### src/rtl/mem_arb_pkg.sv
// Shared types and constants for the memory port arbiter: FSM states, grant IDs
// and the data word returned when an access times out.
package mem_arb_pkg;

    typedef enum logic [1:0] {
        IDLE = 2'd0,
        BUSY = 2'd1,
        DONE = 2'd2
    } arb_state_e;

    typedef enum logic [1:0] {
        GNT_IF = 2'd0,
        GNT_MR = 2'd1,
        GNT_MW = 2'd2
    } gnt_id_e;

    localparam int          NUM_REQ      = 3;
    localparam logic [31:0] ARB_ERR_DATA = 32'hDEADBEEF;

    // Grant vectors are one-hot by construction; MW is checked first to match priority.
    function automatic gnt_id_e onehot_to_id(input logic [NUM_REQ-1:0] gnt);
        if (gnt[GNT_MW]) begin
            return GNT_MW;
        end else if (gnt[GNT_MR]) begin
            return GNT_MR;
        end
        return GNT_IF;
    endfunction

endpackage

### src/rtl/mem_port_arbiter_if.sv
// Requester and backing-memory signals of the memory port arbiter.
// slave: the arbiter's view; master: the pipeline stages and memory model.
interface mem_port_arbiter_if;
    logic        if_re;
    logic [31:0] if_addr;
    logic [31:0] if_data;
    logic        if_finished;

    logic        mr_re;
    logic [31:0] mr_addr;
    logic [31:0] mr_data;
    logic        mr_finished;

    logic        mw_we;
    logic [31:0] mw_addr;
    logic [31:0] mw_wdata;
    logic        mw_finished;

    logic        mem_re;
    logic        mem_we;
    logic [31:0] mem_addr;
    logic [31:0] mem_wdata;
    logic [31:0] mem_rdata;
    logic        mem_ack;

    logic        err;

    modport slave (
        input  if_re, if_addr, mr_re, mr_addr, mw_we, mw_addr, mw_wdata,
        input  mem_rdata, mem_ack,
        output if_data, if_finished, mr_data, mr_finished, mw_finished,
        output mem_re, mem_we, mem_addr, mem_wdata, err
    );

    modport master (
        output if_re, if_addr, mr_re, mr_addr, mw_we, mw_addr, mw_wdata,
        output mem_rdata, mem_ack,
        input  if_data, if_finished, mr_data, mr_finished, mw_finished,
        input  mem_re, mem_we, mem_addr, mem_wdata, err
    );
endinterface

### src/rtl/arb_prio_sel.sv
// Combinational grant selection: MW > MR > IF, unless starve_promote lets a
// waiting IF request jump the queue.
module arb_prio_sel
    import mem_arb_pkg::*;
(
    input  logic               if_req,
    input  logic               mr_req,
    input  logic               mw_req,
    input  logic               starve_promote,
    output logic [NUM_REQ-1:0] gnt,
    output logic               any_req
);

    always_comb begin
        gnt = '0;
        if (if_req && starve_promote) begin
            gnt[GNT_IF] = 1'b1;
        end else if (mw_req) begin
            gnt[GNT_MW] = 1'b1;
        end else if (mr_req) begin
            gnt[GNT_MR] = 1'b1;
        end else if (if_req) begin
            gnt[GNT_IF] = 1'b1;
        end
    end

    assign any_req = if_req | mr_req | mw_req;

endmodule

### src/rtl/mem_port_arbiter.sv
// Shares one single-ported memory between IF, MR and MW with an IDLE/BUSY/DONE FSM.
// Optional IF anti-starvation promotion is built when MEM_ARB_ANTI_STARVE_EN is defined.
module mem_port_arbiter
    import mem_arb_pkg::*;
#(
    parameter int TIMEOUT_CYC  = 64,
    parameter int STARVE_LIMIT = 4
) (
    input  logic              clk,
    input  logic              r,
    mem_port_arbiter_if.slave bus
);

    localparam logic [7:0] TIMEOUT_CNT = 8'(TIMEOUT_CYC);

    arb_state_e         state_reg;
    gnt_id_e            gnt_id_reg;
    gnt_id_e            sel_id;
    logic [31:0]        addr_reg;
    logic [31:0]        wdata_reg;
    logic [31:0]        if_data_reg;
    logic [31:0]        mr_data_reg;
    logic [7:0]         cyc_cnt_reg;
    logic [7:0]         cyc_cnt_next;
    logic [NUM_REQ-1:0] fin_reg;
    logic [NUM_REQ-1:0] sel_gnt;
    logic               mem_re_reg;
    logic               mem_we_reg;
    logic               err_reg;
    logic               any_req;
    logic               starve_promote;
    logic               access_end;
    logic [31:0]        rdata_next;

    arb_prio_sel u_prio_sel (
        .if_req         (bus.if_re),
        .mr_req         (bus.mr_re),
        .mw_req         (bus.mw_we),
        .starve_promote (starve_promote),
        .gnt            (sel_gnt),
        .any_req        (any_req)
    );

    assign sel_id       = onehot_to_id(sel_gnt);
    assign cyc_cnt_next = (cyc_cnt_reg == 8'hFF) ? cyc_cnt_reg : cyc_cnt_reg + 8'd1;
    assign access_end   = bus.mem_ack || (cyc_cnt_next >= TIMEOUT_CNT);
    // A timed-out read returns a recognisable poison word instead of stale data.
    assign rdata_next   = bus.mem_ack ? bus.mem_rdata : ARB_ERR_DATA;

    always_ff @(posedge clk or negedge r) begin
        if (!r) begin
            state_reg   <= IDLE;
            gnt_id_reg  <= GNT_IF;
            addr_reg    <= '0;
            wdata_reg   <= '0;
            if_data_reg <= '0;
            mr_data_reg <= '0;
            cyc_cnt_reg <= '0;
            fin_reg     <= '0;
            mem_re_reg  <= 1'b0;
            mem_we_reg  <= 1'b0;
            err_reg     <= 1'b0;
        end else begin
            fin_reg <= '0;
            case (state_reg)
                IDLE: begin
                    if (any_req) begin
                        gnt_id_reg  <= sel_id;
                        addr_reg    <= (sel_id == GNT_MW) ? bus.mw_addr :
                                       (sel_id == GNT_MR) ? bus.mr_addr : bus.if_addr;
                        wdata_reg   <= (sel_id == GNT_MW) ? bus.mw_wdata : 32'h0;
                        cyc_cnt_reg <= '0;
                        mem_we_reg  <= (sel_id == GNT_MW);
                        mem_re_reg  <= (sel_id != GNT_MW);
                        state_reg   <= BUSY;
                    end
                end
                BUSY: begin
                    cyc_cnt_reg <= cyc_cnt_next;
                    if (access_end) begin
                        mem_re_reg          <= 1'b0;
                        mem_we_reg          <= 1'b0;
                        fin_reg[gnt_id_reg] <= 1'b1;
                        state_reg           <= DONE;
                        if (!bus.mem_ack) begin
                            err_reg <= 1'b1;
                        end
                        if (gnt_id_reg == GNT_IF) begin
                            if_data_reg <= rdata_next;
                        end
                        if (gnt_id_reg == GNT_MR) begin
                            mr_data_reg <= rdata_next;
                        end
                    end
                end
                // No arbitration here, so a request still held during DONE is not re-granted.
                DONE:    state_reg <= IDLE;
                default: state_reg <= IDLE;
            endcase
        end
    end

`ifdef MEM_ARB_ANTI_STARVE_EN
    logic [2:0] starve_cnt_reg;

    always_ff @(posedge clk or negedge r) begin
        if (!r) begin
            starve_cnt_reg <= '0;
        end else if (state_reg == IDLE && any_req) begin
            if (sel_id == GNT_IF) begin
                starve_cnt_reg <= '0;
            end else if (bus.if_re && starve_cnt_reg != 3'd7) begin
                starve_cnt_reg <= starve_cnt_reg + 3'd1;
            end
        end
    end

    assign starve_promote = (32'(starve_cnt_reg) >= STARVE_LIMIT);
`else
    // Pure fixed priority: IF is never promoted and STARVE_LIMIT has no effect.
    assign starve_promote = 1'b0 && (STARVE_LIMIT != 0);
`endif

    assign bus.if_data     = if_data_reg;
    assign bus.mr_data     = mr_data_reg;
    assign bus.if_finished = fin_reg[GNT_IF];
    assign bus.mr_finished = fin_reg[GNT_MR];
    assign bus.mw_finished = fin_reg[GNT_MW];
    assign bus.mem_re      = mem_re_reg;
    assign bus.mem_we      = mem_we_reg;
    assign bus.mem_addr    = addr_reg;
    assign bus.mem_wdata   = wdata_reg;
    assign bus.err         = err_reg;

endmodule

### src/flat_wrapper.sv
// flat-port wrapper written by rule: the top's interface ports become plain ports
module mem_port_arbiter_flat import mem_arb_pkg::*;
#(
    parameter int TIMEOUT_CYC  = 64,
    parameter int STARVE_LIMIT = 4
)
  (clk, r, bus_if_re, bus_if_addr, bus_mr_re, bus_mr_addr, bus_mw_we, bus_mw_addr, bus_mw_wdata, bus_mem_rdata, bus_mem_ack, bus_if_data, bus_if_finished, bus_mr_data, bus_mr_finished, bus_mw_finished, bus_mem_re, bus_mem_we, bus_mem_addr, bus_mem_wdata, bus_err);
  mem_port_arbiter_if bus_i ();
  input  logic clk;
  input  logic r;
  input wire logic [$bits(bus_i.if_re)-1:0] bus_if_re;
  input wire logic [$bits(bus_i.if_addr)-1:0] bus_if_addr;
  input wire logic [$bits(bus_i.mr_re)-1:0] bus_mr_re;
  input wire logic [$bits(bus_i.mr_addr)-1:0] bus_mr_addr;
  input wire logic [$bits(bus_i.mw_we)-1:0] bus_mw_we;
  input wire logic [$bits(bus_i.mw_addr)-1:0] bus_mw_addr;
  input wire logic [$bits(bus_i.mw_wdata)-1:0] bus_mw_wdata;
  input wire logic [$bits(bus_i.mem_rdata)-1:0] bus_mem_rdata;
  input wire logic [$bits(bus_i.mem_ack)-1:0] bus_mem_ack;
  output wire logic [$bits(bus_i.if_data)-1:0] bus_if_data;
  output wire logic [$bits(bus_i.if_finished)-1:0] bus_if_finished;
  output wire logic [$bits(bus_i.mr_data)-1:0] bus_mr_data;
  output wire logic [$bits(bus_i.mr_finished)-1:0] bus_mr_finished;
  output wire logic [$bits(bus_i.mw_finished)-1:0] bus_mw_finished;
  output wire logic [$bits(bus_i.mem_re)-1:0] bus_mem_re;
  output wire logic [$bits(bus_i.mem_we)-1:0] bus_mem_we;
  output wire logic [$bits(bus_i.mem_addr)-1:0] bus_mem_addr;
  output wire logic [$bits(bus_i.mem_wdata)-1:0] bus_mem_wdata;
  output wire logic [$bits(bus_i.err)-1:0] bus_err;
  assign bus_i.if_re = bus_if_re;
  assign bus_i.if_addr = bus_if_addr;
  assign bus_i.mr_re = bus_mr_re;
  assign bus_i.mr_addr = bus_mr_addr;
  assign bus_i.mw_we = bus_mw_we;
  assign bus_i.mw_addr = bus_mw_addr;
  assign bus_i.mw_wdata = bus_mw_wdata;
  assign bus_i.mem_rdata = bus_mem_rdata;
  assign bus_i.mem_ack = bus_mem_ack;
  assign bus_if_data = bus_i.if_data;
  assign bus_if_finished = bus_i.if_finished;
  assign bus_mr_data = bus_i.mr_data;
  assign bus_mr_finished = bus_i.mr_finished;
  assign bus_mw_finished = bus_i.mw_finished;
  assign bus_mem_re = bus_i.mem_re;
  assign bus_mem_we = bus_i.mem_we;
  assign bus_mem_addr = bus_i.mem_addr;
  assign bus_mem_wdata = bus_i.mem_wdata;
  assign bus_err = bus_i.err;
  mem_port_arbiter #(.TIMEOUT_CYC(TIMEOUT_CYC), .STARVE_LIMIT(STARVE_LIMIT)) u_core (.clk(clk), .r(r), .bus(bus_i));
endmodule
### config.mk
export PLATFORM = sky130hd
export DESIGN_NAME = mem_port_arbiter_flat
export DESIGN_NICKNAME = d
export VERILOG_FILES = /design/src/rtl/mem_arb_pkg.sv /design/src/rtl/mem_port_arbiter_if.sv /design/src/rtl/arb_prio_sel.sv /design/src/rtl/mem_port_arbiter.sv /design/src/flat_wrapper.sv
export SDC_FILE = /design/constraint.sdc
export NUM_CORES = 1
export LEC_CHECK = 0
export ABC_AREA = 1
export ABC_CLOCK_PERIOD_IN_PS = 1620
export BUFFER_PORTS_ARGS = -buffer_cell sky130_fd_sc_hd__buf_2
export CORE_UTILIZATION = 42
export CTS_CLUSTER_SIZE = 20
export DETAILED_ROUTE_END_ITERATION = 8
export GPL_TIMING_DRIVEN = 0
export HOLD_SLACK_MARGIN = 0.05
export MAX_ROUTING_LAYER = met4
export PLACE_DENSITY_LB_ADDON = 0.05
export SLEW_MARGIN = 20
export SYNTH_ARGS = -nofsm -noshare
export SYNTH_HDL_FRONTEND = slang
export SYNTH_SLANG_ARGS = --single-unit
export TNS_END_PERCENT = 100
### constraint.sdc
create_clock -name clk -period 1.62 [get_ports clk]
set_input_delay 0.162 -clock clk [delete_from_list [all_inputs] [get_ports clk]]
set_output_delay 0.162 -clock clk [all_outputs]
set_load 0.05 [all_outputs]
==> metrics.md, run 1 <==
| Metric | Value |
|---|---|
| Met1 usage | 32.47% |
| Required @ worst endpoint | 1.92 ns |
| Worst path setup slack after routing | -0.1109 ns |
| Peak VDD IR | 0.001174 V |
| Post-synthesis to final-layout area growth | 65.42% |
| Run status | finished with violations |
| Count of buffers inserted at the top-level ports | 298 |
| Area of the mapped netlist | 6344 µm² |
| Worst setup EP type | register |
| Worst R2R Setup Slack | -0.11 ns |
| GRT overflow | 0 |
| Library cell with the largest summed area after synthesis | dfrtp_1 |
| Number of antenna-violating nets in the routed design | 0 |
| Final net count | 1263 |
| Clock root buffer | clkbuf_16 |
| Top cells by count, synth | 154 x nand2_1, 146 x dfrtp_1, 56 x nor2_1 |
| Fin Clk Skew | 0.007231 ns |
| Number of enable-type register cells in the synthesized netlist | 0 |
| Fraction of registers with async set/reset | 100.0% |
| Count of routing violations after the opening detailed-route iteration | 392 |
| Maximum level of the CTS H-tree | 4 |
| Routing layer with the top usage in global route | met2 |
| Per-cell via count in the routed design | 5.123 |
| Largest net degree at the start of global routing | 82 |
| Count of state elements after synthesis | 146 |
| Fill count | 1062 |
| Leading register cell type out of synthesis | dfrtp_1 |
| Gate Count Post-Synth | 621 |
| Utilization of the core after routing | 71.66% |
| Largest driver fanout on the critical path | 10 |
| Initial cell density of the core | 43.32% |
| Top-level port count | 300 |
| Vias | 6629 |
| Max-slew headroom | 57.91% |
| Launching element type of the critical path | register |
| Die ar. | 15600 µm² |
| Global-route total usage across every layer | 30.00% |
| Critical path origin | u_core.cyc_cnt_reg[1] |
| Placeable core region | 14640 µm² |
| Number of remaining DRC errors | 34 |
| Measured slew at the worst slew-check pin | 0.6313 ns |
| Initial antenna violation count | 2 |
| Endpoint of the worst-slack reg-to-reg timing path | u_core.bus.mr_data[7] |
| DRT Pass-1 Iters | 7 |
| Total of warnings raised by yosys | 0 |
| Worst Path Arrival | 2.03 ns |
| Net Count, Synth | 788 |
| Max-cap violation count | 0 |
| Share of synthesized area occupied by flip-flops and latches | 57.59% |
| WL final | 22.21 mm |
| Met3 capacity usage during global routing | 7.131% |
| Worst hold-check path type | in -> reg |
| Horizontal die dimension | 124.9 µm |
| TritonCTS clock tree | done |
| Most used standard cell by instance count after synthesis | nand2_1 |
| Placement Rows | 44 |
| Power Density | 2184 nW/µm² |
| Share of the synthesized area in the top cell type | 57.59% |
| Post-CTS clock slew at the launch and capture registers of the worst setup and hold paths | 0.06 ns |
| Fmax | 577.7 MHz |
| Reg-to-Reg Start | u_core.cyc_cnt_reg[1] |
| Period utilisation layout | 106.8% |
| Post-detail-place hpwl | 14.26 mm |
| Post-layout minimum cycle time | 1.731 ns |
| Placer Congestion | 0.8511 |
| Wire length of the first global-routing pass | 35.35 mm |
| CP endpoint | u_core.bus.mr_data[7] |
| Depth of the most critical reg-to-reg path | 10 |
| Total clock sinks | 146 |
| Static leakage power | 5.279 nW |
| RSZ-0062 raised after global routing | true |
| Final hold violations | 0 |
| Vias in the first global route | 7143 |
| Average wire per standard cell | 17.16 µm |
| Die Y-Extent | 124.9 µm |
| Tightest hold margin | 0.06207 ns |
| Worst Path Class, Setup | reg -> reg |
| Violated checks | design-rule violations, negative setup slack |
| Count of pins over their slew limit | 0 |
| Syn_area_per_cell | 10.22 µm² |
| Layout cell share with drive strength beyond 1 | 41.61% |
| Clock insertion delay at the later pin of the skew report | 0.42 ns |
| Cts bufs inserted | 17 |
| Maximum number of buffers from clock root to sink | 2 |
| Distinct cell type count after synthesis | 31 |
| Endpoints failing setup | 65 |
| Global-route track usage on met2 | 52.21% |
| Largest cells by area after synthesis | dfrtp_1 58%, nand2_1 9.1%, o21ai_2 6.2%, a22o_1 4.4%, a41oi_1 3.5% |
| Power Total | 22.92 mW |
[worst min-delay path by stage]
stage	start	endpoint	slack, ns	cells past startpoint
after floorplan	r	u_core.bus.err	-0.13	0
after global placement	bus_mw_wdata[6]	u_core.bus.mem_wdata[6]	0.38	2
after detailed placement	r	u_core.bus.if_data[6]	0.20	1
after CTS	bus_mw_addr[13]	u_core.bus.mem_addr[13]	0.05	3
after global routing	bus_mr_addr[13]	u_core.bus.mem_addr[13]	0.05	3
final	bus_mr_addr[13]	u_core.bus.mem_addr[13]	0.06	3
[placed cells by master (no fill, tap or decap), types with 14 or more instances in the layout]
master,Yosys,final
a41oi_1,25,25
o21ai_2,45,47
buf_4,0,14
clkbuf_1,18,14
inv_1,19,19
nand2_2,15,16
clkbuf_16,0,20
buf_2,11,304
o21ai_1,19,17
dfrtp_1,146,145
nand2_1,154,150
nor2_1,56,55
dlygate4sd3_1,0,142
a22o_1,32,32
[routing by layer]
metal | share of wire [%] | vias to the layer above | routed length, µm
li1 | - | 3058 | -
met1 | 38 | 3178 | 8509
met2 | 51 | 328 | 11360
met3 | 6.9 | 65 | 1542
met4 | 3.6 | 0 | 790
met5 | 0 | - | 0
[layout make-up]
cell class / instances / area [µm²] / share of cell area (%)
inverter: 21 / 81.33 / 0.7750
buffer: 41 / 391.6 / 3.732
clock inverter: 9 / 131.4 / 1.252
timing repair buffer: 456 / 3119 / 29.72
antenna: 2 / 5.005 / 0.04769
clock buffer: 22 / 464.2 / 4.424
sequential: 146 / 3655 / 34.83
multi-input combinational: 413 / 2416 / 23.02
tap: 184 / 230.2 / 2.194
[logic make-up (layout without fill, tap and decap cells)]
logic type / Yosys count / count (layout) / synth area share (%)
AOI/OAI and AO/OA: 152 / 152 / 18.72
xor gates and xnor gates: 1 / 1 / 0.1381
adders and majority gates: 1 / 1 / 0.1972
buffers and inverters: 62 / 549 / 5.444
DFF: 146 / 146 / 57.59
muxes: 1 / 1 / 0.1578
other: 0 / 2 / 0
and+or+nand+nor: 258 / 258 / 17.75
[timing repair]
action,4_1_cts,5_1_grt
endpoints found under the setup margin,136,122
hold buffers,141,1
resized for setup,27,36
endpoints found under the hold margin,205,1
gates cloned,0,3
pin swaps,2,4
setup buffers,6,6
[power breakdown]
group | internal (mW) | switching (mW) | leakage, nW | total, mW
clock network | 2.49 | 1.49 | 0.282 | 3.98
logic | 3.55 | 8.99 | 3.19 | 12.5
registers | 5.34 | 1.06 | 1.81 | 6.40
[per-stage QoR]
stage	setup slack, ns	area (µm²)	instances	TNS (ns)
floorplan	0.03260	6344	621	0
global route	-0.1873	10490	1294	-10.43
finish	-0.1109	10490	1294	-5.268
global placement	-1.680	8065	1103	-254.92
detailed placement	-0.1971	8103	1104	-17.63
CTS	-0.1509	10250	1282	-8.252
[critical path, cell delays in order, from the launching register on]
cell and delay, ns:
dfrtp_1 0.41, ha_4 0.17, nand3_2 0.11, o21bai_1 0.20
a21oi_2 0.10, nand2_4 0.11, nand2_4 0.08, buf_12 0.17
buf_12 0.15, nand2_2 0.06, o21ai_2 0.05
No activity file was read; power rests on OpenSTA's default activity.
==> inputs of run 2 (changes only) <==
ABC_CLOCK_PERIOD_IN_PS = 1600   (was 1620)
CORE_UTILIZATION = 47   (was 42)
clock period = 1.6 ns   (was 1.62 ns; I/O delays follow)
==> metrics.md, run 2 (synthesis results as in run 1) <==
| Metric | Value |
|---|---|
| RSZ-0062 raised after global routing | true |
| Layout cell share with drive strength beyond 1 | 42.81% |
| Most used cells in the layout excluding fill and tap cells | 304 x buf_2, 145 x dfrtp_1, 142 x dlygate4sd3_1 |
| GRT overflow | 0 |
| Pre-CTS setup slack | -0.1612 ns |
| Count of routing violations after the opening detailed-route iteration | 501 |
| Run status | finished with violations |
| Horizontal die dimension | 118.2 µm |
| Worst Path Class, Setup | reg -> reg |
| Most frequent standard cell in the layout excluding fill and tap cells | buf_2 |
| Tightest hold margin | 0.05979 ns |
| Placed cell count | 1096 |
| Average wire per standard cell | 18.07 µm |
| Worst hold-check path type | in -> reg |
| WL final | 23.17 mm |
| Power Total | 23.27 mW |
| Largest net degree at the start of global routing | 80 |
| Post-synthesis to final-layout area growth | 64.28% |
| Number of antenna-violating nets in the routed design | 0 |
| Max-slew headroom | 62.09% |
| Endpoints failing setup | 65 |
| Clock root buffer | clkbuf_16 |
| Non-Filler Instances | 1282 |
| Maximum number of buffers from clock root to sink | 2 |
| Final net count | 1259 |
| Count of pins over their slew limit | 0 |
| Sequential cell fraction of total power | 28.3% |
| Worst Path Arrival | 2.02 ns |
| Net switching power | 12.02 mW |
| Worst path setup slack after routing | -0.1111 ns |
| Top-level port count | 300 |
| Static leakage power | 5.225 nW |
| Post-detail-place hpwl | 13.99 mm |
| Vias in the first global route | 7162 |
| Max-cap violation count | 0 |
| Measured slew at the worst slew-check pin | 0.5686 ns |
| Violated checks | negative setup slack |
| Worst R2R Setup Slack | -0.11 ns |
| Power Density | 2233 nW/µm² |
| Clock insertion delay at the later pin of the skew report | 0.43 ns |
| Post-layout minimum cycle time | 1.711 ns |
| Total clock sinks | 146 |
| Sw Share | 51.64% |
| Period utilisation layout | 106.9% |
| Fin Clk Skew | 0.01194 ns |
| Required @ worst endpoint | 1.91 ns |
| Maximum level of the CTS H-tree | 4 |
| Largest driver fanout on the critical path | 10 |
| Vias | 6855 |
| Placeable core region | 13190 µm² |
| Placer Congestion | 0.8827 |
| Placement Rows | 42 |
| Count of buffers inserted at the top-level ports | 298 |
| Initial cell density of the core | 48.09% |
| DRT Pass-1 Iters | 5 |
| Combinational cell fraction of total power | 54.5% |
| Cts bufs inserted | 17 |
| Worst setup EP type | register |
| Wire length of the first global-routing pass | 36.13 mm |
| Part of the total power dissipated in the clock network | 17.2% |
| Die Y-Extent | 118.2 µm |
| Launching element type of the critical path | register |
| Final hold violations | 0 |
| Initial antenna violation count | 0 |
| TritonCTS clock tree | done |
| Setup TNS | -4.649 ns |
| Number of remaining DRC errors | 0 |
| Int Pwr | 11.25 mW |
| Global-route total usage across every layer | 34.64% |
| Die ar. | 13970 µm² |
| Fmax | 584.4 MHz |
| Peak VDD IR | 0.001515 V |
| Post-CTS clock slew at the launch and capture registers of the worst setup and hold paths | 0.06 ns |
| Per-cell via count in the routed design | 5.347 |
run 2: cell types whose count changed in the layout (fill, tap and decap cells not counted), sizes merged, moves of 2 or more:
cell    change
clkbuf      -2
inv         +3
buf         -6
clkinv      +3
run 2: power groups by stage:
stage | registers [mW] | logic (mW) | clock network (mW)
detailed placement | 6.40 | 11.8 | 0
global placement | 6.34 | 11.6 | 0
global route | 6.74 | 13.3 | 4.20
floorplan | 12.0 | 3.19 | 0
CTS | 6.41 | 12.3 | 4.02
finish | 6.58 | 12.7 | 4.00
run 2: repair_timing:
| item | 4_1_cts | 5_1_grt |
|---|---|---|
| endpoints found under the setup margin | 133 | 106 |
| hold endpoints to repair | 189 | 0 |
| pin swaps | 3 | 4 |
| hold buffers | 142 | 0 |
| setup buffers | 5 | 3 |
| cloned | 0 | 3 |
| gates resized for setup | 29 | 33 |
run 2: critical path: stages (launching register included):
cell	delay [ns]
dfrtp_1	0.41
ha_4	0.18
nand3_4	0.09
nor3_4	0.22
a21oi_2	0.07
nand2_2	0.09
nand2_2	0.08
buf_12	0.17
clkbuf_16	0.17
nand2_4	0.05
o21ai_2	0.05
run 2: per-layer routing:
layer  wire [µm]  global-route usage, %
met5           0                      -
met1        8330                  36.54
met4        1547                  24.52
met3        1823                  9.556
met2       11470                  56.25
run 2: layout make-up:
type                    count  area (µm²)
clock inverters            13       150.1
inverters                  21       78.83
repair buffers            451        3064
fillers                   821        2769
plain buffers              41       347.8
flip-flops and latches    146        3655
clock buffers              19       442.9
multi-input cells         414        2460
diodes                      1       2.502
well taps                 176       220.2
run 2: path summary, 6_finish.rpt:
kind | startpoint | to | depth (start not counted)
max | u_core.cyc_cnt_reg[0] | u_core.bus.if_data[8] | 10
min | bus_if_addr[0] | u_core.bus.mem_addr[0] | 3
max reg2reg | u_core.cyc_cnt_reg[0] | u_core.bus.if_data[8] | 10
min reg2reg | u_core.bus.err | u_core.bus.err | 1
max in group asynchronous | r | u_core.cyc_cnt_reg[3] | 3
min in group asynchronous | r | u_core.bus.if_data[9] | 2
run 2: stage by stage:
| stage | area (µm²) | utilization [%] |
|---|---|---|
| after floorplan | 6344 | - |
| final | 10420 | 79.01 |
| after global routing | 10420 | 78.99 |
| after CTS | 10240 | 77.62 |
| after global placement | 8055 | 61.07 |
| after detailed placement | 8093 | 61.35 |
==> inputs of run 3 (changes only) <==
--- a/config.mk
+++ b/config.mk
@@ -16,4 +16,5 @@
 export MAX_ROUTING_LAYER = met4
 export PLACE_DENSITY_LB_ADDON = 0.05
+export RECOVER_POWER = 100
 export SLEW_MARGIN = 20
 export SYNTH_ARGS = -nofsm -noshare
==> constraint.sdc (replaced) <==
create_clock -name clk -period 1.6 [get_ports clk]
set_input_delay 0.16 -clock clk [delete_from_list [all_inputs] [get_ports clk]]
set_output_delay 0.16 -clock clk [all_outputs]
set_load 0.02 [all_outputs]
==> metrics.md, run 3 (synthesis results as in run 1) <==
| Metric | Value |
|---|---|
| WL final | 23.39 mm |
| Measured slew at the worst slew-check pin | 0.9541 ns |
| Static leakage power | 4.786 nW |
| Peak VDD IR | 0.001022 V |
| Die ar. | 13970 µm² |
| Depth of the most critical reg-to-reg path | 10 |
| Wire length of the first global-routing pass | 36.13 mm |
| Worst Path Class, Setup | reg -> reg |
| Violated checks | negative setup slack |
| CP endpoint | u_core.bus.if_data[8] |
| Reg-to-Reg Start | u_core.cyc_cnt_reg[0] |
| Largest net degree at the start of global routing | 80 |
| Period utilisation layout | 106.5% |
| Run status | finished with violations |
| Clock root buffer | clkbuf_16 |
| Number of antenna-violating nets in the routed design | 0 |
| Maximum level of the CTS H-tree | 4 |
| Largest driver fanout on the critical path | 10 |
| Most used cells in the layout excluding fill and tap cells | 168 x buf_2, 146 x clkbuf_1, 145 x dfrtp_1 |
| Tightest hold margin | 0.05566 ns |
| Max-cap violation count | 0 |
| Count of buffers inserted at the top-level ports | 298 |
| Die Y-Extent | 118.2 µm |
| TritonCTS clock tree | done |
| Worst setup EP type | register |
| Average wire per standard cell | 18.24 µm |
| Most frequent standard cell in the layout excluding fill and tap cells | buf_2 |
| Post-CTS clock slew at the launch and capture registers of the worst setup and hold paths | 0.06 ns |
| Utilization of the core after routing | 77.60% |
| Critical-path cell with the highest stage delay | dfrtp_1 |
| Clock insertion delay at the later pin of the skew report | 0.43 ns |
| Post-layout minimum cycle time | 1.704 ns |
| Vias in the first global route | 7162 |
| Endpoint of the worst-slack reg-to-reg timing path | u_core.bus.if_data[8] |
| Worst hold-check path type | in -> reg |
| Final hold violations | 0 |
| RSZ-0062 raised after global routing | true |
| Worst path most repeated cell | nand2_2 |
| Maximum number of buffers from clock root to sink | 2 |
| Total placed instance area | 8093 µm² |
| Max-slew headroom | 36.39% |
| Vias | 6885 |
| Endpoints failing setup | 77 |
| Cell breakdown of the critical path | ha_4 -> nand3_4 -> nor3_4 -> a21oi_2 -> nand2_2 -> nand2_2 -> buf_12 -> clkbuf_16 -> nand2_4 -> o21ai_2 |
| Placement Rows | 42 |
| Post-synthesis to final-layout area growth | 61.36% |
| Number of cells traversed by the worst hold path | 3 |
| Initial cell density of the core | 48.09% |
| Power Density | 1875 nW/µm² |
| Launching element type of the critical path | register |
| Critical path origin | u_core.cyc_cnt_reg[0] |
| Top-level port count | 300 |
| DRT Pass-1 Iters | 5 |
| Initial antenna violation count | 0 |
| Placer Congestion | 0.8827 |
| Worst Path Arrival | 2.01 ns |
| Total clock sinks | 146 |
| Post-detail-place hpwl | 13.99 mm |
| Required @ worst endpoint | 1.91 ns |
| Final net count | 1259 |
| Fmax | 587.0 MHz |
| Worst path setup slack after routing | -0.1036 ns |
| Worst stage delay on the critical path | 0.41 ns |
| Global-route total usage across every layer | 34.64% |
| Cts bufs inserted | 17 |
| GRT overflow | 0 |
| Placeable core region | 13190 µm² |
| Count of pins over their slew limit | 0 |
| Per-cell via count in the routed design | 5.371 |
| Worst R2R Setup Slack | -0.10 ns |
| Design area | 10240 µm² |
| Layout cell share with drive strength beyond 1 | 30.50% |
| Count of routing violations after the opening detailed-route iteration | 423 |
| Number of remaining DRC errors | 0 |
| Horizontal die dimension | 118.2 µm |
| Fin Clk Skew | 0.01211 ns |
## run 3: cell type report
type	instances	area (µm²)
inverters	21	78.83
well taps	176	220.2
fillers	904	2954
plain buffers	41	347.8
multi-input cells	414	2457
clock buffers	19	442.9
repair buffers	451	2882
clock inverters	13	150.1
flip-flops and latches	146	3655
diodes	1	2.502
## run 3: timing repair
item                                   in CTS  in global routing
pin swaps                                   3                  4
hold buffers                              142                  0
endpoints found under the hold margin     189                  0
setup endpoints to repair                 133                106
cloned                                      0                  3
resized for setup                          29                 33
setup buffers                               5                  3
## run 3: worst min-delay path by stage
stage	end	startpoint	slack, ns
after CTS	u_core.bus.mem_addr[15]	bus_if_addr[15]	0.05
after floorplan	u_core.bus.err	r	-0.14
final	u_core.bus.mem_addr[0]	bus_if_addr[0]	0.06
after detailed placement	u_core.bus.if_data[9]	r	0.14
after global placement	u_core.bus.mem_wdata[8]	bus_mw_wdata[8]	0.38
after global routing	u_core.bus.mem_addr[27]	bus_mr_addr[27]	0.07
## run 3: through the flow
step / setup TNS, ns / cells / setup slack [ns] / power, mW
2_1_floorplan: 0 / 621 / 0.01860 / 11.56
3_3_place_gp: -256.52 / 1095 / -1.687 / 14.25
3_5_place_dp: -14.89 / 1096 / -0.1612 / 14.47
4_1_cts: -5.295 / 1275 / -0.1156 / 18.98
5_1_grt: -15.43 / 1281 / -0.2026 / 20.13
6_report: -4.722 / 1282 / -0.1036 / 19.19
## run 3: where the power goes
group | total (mW) | switching (mW) | leakage (nW) | internal [mW]
clock network | 4.02 | 1.66 | 0.285 | 2.36
logic | 8.54 | 5.52 | 2.69 | 3.02
registers | 6.63 | 1.22 | 1.81 | 5.41
## run 3: critical path: cells and delay by family, from the launching register on
family / cells / cell delay (ns)
flip-flops: 1 / 0.41
buffers and inverters: 2 / 0.34
AO/OA/AOI/OAI: 2 / 0.12
adder cells (fa/ha/maj): 1 / 0.18
AND/OR/NAND/NOR: 5 / 0.53
## run 3: layer usage
metal  global-route usage (%)  share of wire (%)  vias to the layer above
li1                         -                  -                     3056
met1                    36.54                 36                     3271
met2                    56.25                 49                      433
met3                    9.556                8.5                      125
met4                    24.52                6.3                        0
met5                        -                  0                        -
